**src/rtl/mean_8.sv**
```systemverilog
// Pipelined mean of eight unsigned samples: 3-level adder tree, then divide by 8.
// Define MEAN8_ROUND_EN for round-half-up instead of truncation.
module mean_8 #(
  parameter int WID = 16
) (
  input  logic           clk,
  input  logic           rst,
  input  logic [WID-1:0] in_000,
  input  logic [WID-1:0] in_001,
  input  logic [WID-1:0] in_002,
  input  logic [WID-1:0] in_003,
  input  logic [WID-1:0] in_004,
  input  logic [WID-1:0] in_005,
  input  logic [WID-1:0] in_006,
  input  logic [WID-1:0] in_007,
  output logic [WID-1:0] mean_out,
  output logic           mean_valid
);

  logic [WID:0]   r_s0;
  logic [WID:0]   r_s1;
  logic [WID:0]   r_s2;
  logic [WID:0]   r_s3;
  logic [WID+1:0] r_t0;
  logic [WID+1:0] r_t1;
  logic [WID+2:0] r_sum;
  logic [WID-1:0] r_mean;
  logic [3:0]     r_vld;
  logic [WID-1:0] w_mean;

`ifdef MEAN8_ROUND_EN
  // Extra headroom bit keeps the +4 from wrapping before the shift.
  assign w_mean = WID'(({1'b0, r_sum} + (WID+4)'(4)) >> 3);
`else
  assign w_mean = WID'(r_sum >> 3);
`endif

  always_ff @(posedge clk or posedge rst) begin
    if (rst) begin
      r_s0   <= '0;
      r_s1   <= '0;
      r_s2   <= '0;
      r_s3   <= '0;
      r_t0   <= '0;
      r_t1   <= '0;
      r_sum  <= '0;
      r_mean <= '0;
      r_vld  <= '0;
    end else begin
      r_s0   <= {1'b0, in_000} + {1'b0, in_001};
      r_s1   <= {1'b0, in_002} + {1'b0, in_003};
      r_s2   <= {1'b0, in_004} + {1'b0, in_005};
      r_s3   <= {1'b0, in_006} + {1'b0, in_007};
      r_t0   <= {1'b0, r_s0} + {1'b0, r_s1};
      r_t1   <= {1'b0, r_s2} + {1'b0, r_s3};
      r_sum  <= {1'b0, r_t0} + {1'b0, r_t1};
      r_mean <= w_mean;
      r_vld  <= {r_vld[2:0], 1'b1};
    end
  end

  assign mean_out   = r_mean;
  assign mean_valid = r_vld[3];

endmodule

```
**config.mk**
```make
export PLATFORM = sky130hd
export DESIGN_NAME = mean_8
export DESIGN_NICKNAME = d
export VERILOG_FILES = /design/src/rtl/mean_8.sv
export SDC_FILE = /design/constraint.sdc
export NUM_CORES = 1
export LEC_CHECK = 0
export BUFFER_PORTS_ARGS = -buffer_cell sky130_fd_sc_hd__buf_2
export CAP_MARGIN = 20
export CORE_MARGIN = 1
export CORE_UTILIZATION = 45
export DETAILED_ROUTE_END_ITERATION = 7
export PLACE_DENSITY = 0.73
export SKIP_LAST_GASP = 1
export SLEW_MARGIN = 10
export SYNTH_ARGS = -nofsm -noshare
export SYNTH_HDL_FRONTEND = slang
export SYNTH_SLANG_ARGS = --single-unit
```
**constraint.sdc**
```tcl
create_clock -name clk -period 8.5 [get_ports clk]
set_input_delay 1.275 -clock clk [delete_from_list [all_inputs] [get_ports clk]]
set_output_delay 1.275 -clock clk [all_outputs]
set_load 0.005 [all_outputs]
```
-- Word level (Yosys, flattened, before mapping)
Index checks and enable logic that the tools add are counted.
- add/subtract/negate cells: 7
- operators with widths (kind ; count):
    16-bit by 16-bit adder with 17-bit output ; 4
    17-bit by 17-bit adder with 18-bit output ; 2
    18-bit by 18-bit adder with 19-bit output ; 1
- input port bits: 130
- bits in registers: 143
- output and inout port bits: 17

-- Longest topological paths before layout
- depth after elaboration: 1
- mapped depth: 9
- depth with buffers taken out: 9

-- Least setup slack after synthesis
Ideal clock, no wire load.
- kind: input to register
- start point: in in_004[0]
- end point: reg r_s2[10]
- buffers on the path: 0
- arrival time: 2.964 ns
- stages: 8
- setup slack: 5.456 ns
- library setup time: 0.080 ns
- cell sequence: ha_1 fa_1 a21o_1 a21oi_1 o211ai_1 a31o_2 a21oi_1 xnor2_1
- word-level cells in the longest chain between the ends: 1
- RTL lines (item ; line ; text):
    start, declared ; 12 ; input logic [WID-1:0] in_004,
    16-bit by 16-bit adder with 17-bit output ; 52 ; r_s2 <= {1'b0, in_004} + {1'b0, in_005};
    end signal, assigned ; 52 ;
    end, declared ; 22 ; logic [WID:0] r_s2;
Every way passes these cells.

-- Worst setup path in the final report
- start point: in in_002[0]
- end point: reg r_s1[16]
- word-level cells in the longest chain between the ends: 1
- RTL lines (item ; line ; text):
    start, declared ; 10 ; input logic [WID-1:0] in_002,
    16-bit by 16-bit adder with 17-bit output ; 51 ; r_s1 <= {1'b0, in_002} + {1'b0, in_003};
    end signal, assigned ; 51 ;
    end, declared ; 21 ; logic [WID:0] r_s1;
Every way passes these cells.

==> summary.md <==
| Metric | Value |
|---|---|
| # Post-CTS Setup Buffers | `0` |
| Crit path kind | `in2reg` |
| Clk buf depth | `2` |
| Initial antenna violation count | `0` |
| Actual slew at the worst max-slew pin | `~760 ps` |
| CP max stage delay | `roughly 430 ps` |
| # clock sinks | `140` |
| H-tree depth | `4` |
| CP Capture Type | `flop` |
| Syn_nets | `approximately 1200` |
| Top cells by area, synth | `dfrtp_1, ha_1, xnor2_1` |
| Core region area | `around 0.020 sq mm` |
| Tot GR Track Use | `about a fifth` |
| Crit-path cells | `buf_2 -> ha_1 -> fa_1 -> a21o_1 -> a21oi_1 -> o211ai_1 -> nand3b_1 -> nand3_1 -> a31o_2` |
| Design Area, Final | `0.0107 sq mm` |
| Status | `complete, no violations` |
| Skew final | `slightly above 10 ps` |
| Num rows | `51` |
| Synth Flop Type | `dfrtp_1` |
| DRC Markers | `0` |
| Drt first pass iters | `5` |
| Routed wire per std cell | `around 14 um` |
| Family with the most delay on the worst path | `compound AO/OA/AOI/OAI gates` |
| Crit-path max FO | `3` |
| Share of cells above drive strength 1 | `18.6%` |
| Clock tree root buffer cell | `clkbuf_16` |
| WP buf/inv | `1` |
| Top-area cell type share of the netlist area | `between 30% and 40%` |
| Routed WL | `approximately 19000 um` |
| Worst Hold Class | `reg2reg` |
| Worst slack at placement | `between 5000 and 6000 ps` |
| Global-route wire length before repair | `~32000 um` |
| Synth Instances | `907` |
| CTS tree | `done` |
| Total of max-cap violations | `0` |
| Leakage power figure | `between 0.005 and 0.006 uW` |
| Io pins | `about 150` |
| Vias in the first global route | `between 6000 and 7000` |
| Setup violations, final | `0` |
| Synth Warn # | `0` |
| Sequential area share after synthesis | `between 30% and 40%` |
| Critical path data required time | `slightly below 9000 ps` |
| Tcrit/Tclk final | `35.0%` |
| Final min period | `approximately 3000 ps` |
| Resize count post-CTS | `0` |
| Max transition margin | `between 40% and 50%` |
| #FFs+latches synth | `140` |
| Die X | `around 140 um` |
| Slew Limit Fails | `0` |
| Via density | `approximately 5.5` |
| Die area | `around 0.021 sq mm` |
| Detailed placer's ending HPWL | `15200 um` |
| Power, Total | `between 3000 and 4000 uW` |
| PD cells | `between 300 and 400 mW/mm^2` |
| Initial Util | `46.2%` |
| Dpl cell area | `0.0101 sq mm` |
| Area added between synthesis and finish | `17.8%` |
| Final net count | `approximately 1300` |
| Antenna-violating nets left | `0` |
| Fill count | `approximately 1800` |
| Layout Utilization | `54.5%` |
| Clock slew at reported path FFs | `roughly 50 ps` |
| Max IR drop VDD | `~0.16 mV` |
| Vias | `approximately 7300` |
| Largest net degree at the start of global routing | `78` |
| N_diodes | `0` |
| EDFF count, synth | `0` |
| Critical path arrival | `between 3000 and 4000 ps` |
| RSZ-0062 raised after global routing | `false` |
| Syn Std Cell Area | `slightly above 0.009 sq mm` |
| Setup TNS | `0 ps` |
| Syn avg cell area | `roughly 10 sq um` |
| Routability Congestion | `between 0.9 and 1` |
| Slowest cell on crit path | `fa_1` |
| PortBufs | `146` |
| CTS buffer count | `17` |
| Synth area leader | `dfrtp_1` |
| Die Ht | `between 100 and 150 um` |
| Clock Latency Late Sink | `approximately 430 ps` |
| Hold bufs inserted after CTS | `0` |
| Congestion Overflow GR | `0` |
| Startpoint types | `input pin` |
| DRT iter0 DRCs | `a little over 400` |
| Asr flop ratio synth | `100%` |
| Final Hold Viols | `0` |
| Min setup slack post-route | `between 5000 and 6000 ps` |
| Netlist cell types | `69` |
| Achievable frequency | `between 300 and 400 MHz` |
## per-stage QoR
step                std cells  hold slack [ps]
floorplan                 907              331
global placement         1301              333
detailed placement       1301              335
CTS                      1332              348
global route             1332              354
finish                   1332              346
## cell usage after synthesis, drive strengths merged, types with 4 or more instances
library cell / number
a2111oi: 5
a211o: 6
a211oi: 13
a21boi: 4
a21o: 51
a21oi: 80
a221oi: 8
a31o: 5
a31oi: 12
a41oi: 4
and3: 12
clkbuf: 15
dfrtp: 140
fa: 6
ha: 115
inv: 25
nand2: 56
nand2b: 10
nand3: 16
nand4: 10
nor2: 57
nor2b: 10
nor3: 23
o211ai: 16
o21a: 13
o21ai: 46
o21bai: 9
o41ai: 4
or3: 7
xnor2: 59
xor2: 26
## report_power, final
| part | switching (uW) | leakage (uW) | internal, uW |
|---|---|---|---|
| sequential | 85.5 | 0.00164 | 908 |
| combinational | 822 | 0.00318 | 667 |
| clock | 270 | 0.000305 | 490 |
| total | 1180 | 0.00512 | 2070 |
## registers in the layout, summed over array words and instances (netlist names)
register  flops
r_s0         17
r_sum        16
r_vld         4
r_s1         17
mean_out     16
r_s3         17
r_t0         18
r_s2         17
r_t1         18
## path summary, 6_finish.rpt
| kind | startpoint | to | slack (ps) | cells after the start |
|---|---|---|---|---|
| max in group asynchronous | rst | r_s2[10] | 6310 | 3 |
| min in group asynchronous | rst | r_s1[1] | 950 | 2 |
| worst max register to register | r_s1[5] | r_t0[17] | 6220 | 7 |
| worst min-delay path | r_sum[3] | mean_out[0] | 350 | 0 |
| worst min register to register | r_sum[3] | mean_out[0] | 350 | 0 |
| worst max-delay path | in_002[0] | r_s1[16] | 5520 | 9 |
## area by class of cell
class,instances,area (sq um),area share (%)
clock buffers,21,480,4.49
repair buffers,147,738,6.90
well taps,265,332,3.10
flip-flops and latches,140,3500,32.7
inverters,25,98.8,0.923
clock inverters,10,139,1.30
multi-input cells,724,5410,50.6
## worst register-to-register path, cell delays in order, from the launching register on
cell	delay, ps
dfrtp_1	370
ha_1	360
and3_1	220
a221oi_2	320
a31oi_2	180
a221oi_2	390
o21ai_1	120
a21o_1	200
## kinds of logic (layout without fill, tap and decap cells)
group           Yosys count  after routing  synth area share (%)
compound gates          300            300                  22.6
simple gates            215            215                  11.3
flops                   140            140                  38.6
fa+ha+maj               121            121                  17.2
xor+xnor                 85             85                  8.19
buf+inv                  43            203                  1.87
mux                       2              2                 0.220
other cells               1              1                0.0413
## cell usage in the layout, fill, tap and decap left out, types with 4 or more instances in the layout
master and instances:
ha_1 115, xor2_1 26, a211o_1 6, nor2b_1 10, a21boi_0 4, a21oi_1 80
nor2_1 57, inv_1 24, dfrtp_1 140, buf_2 146, nand2b_1 10, nor3_1 23
fa_1 6, or3_1 7, a2111oi_0 5, o21a_1 13, nand3_1 16, clkbuf_8 4
o211ai_1 16, o21bai_1 9, a31oi_1 11, a211oi_1 11, o21ai_0 42, a31o_2 4
and3_1 12, xnor2_1 59, a21o_1 50, nand2_1 56, nand4_1 10, a41oi_1 4
clkbuf_16 17, a221oi_1 5
## routing by layer
metal	global-route usage, %	vias to the layer above	part of all wire, %
li1	-	3666	-
met1	25.6	3414	47
met2	32.7	203	47
met3	4.64	30	4.4
met4	6.27	0	1.7
met5	0	-	0
Power figures use the tool's default switching activity.
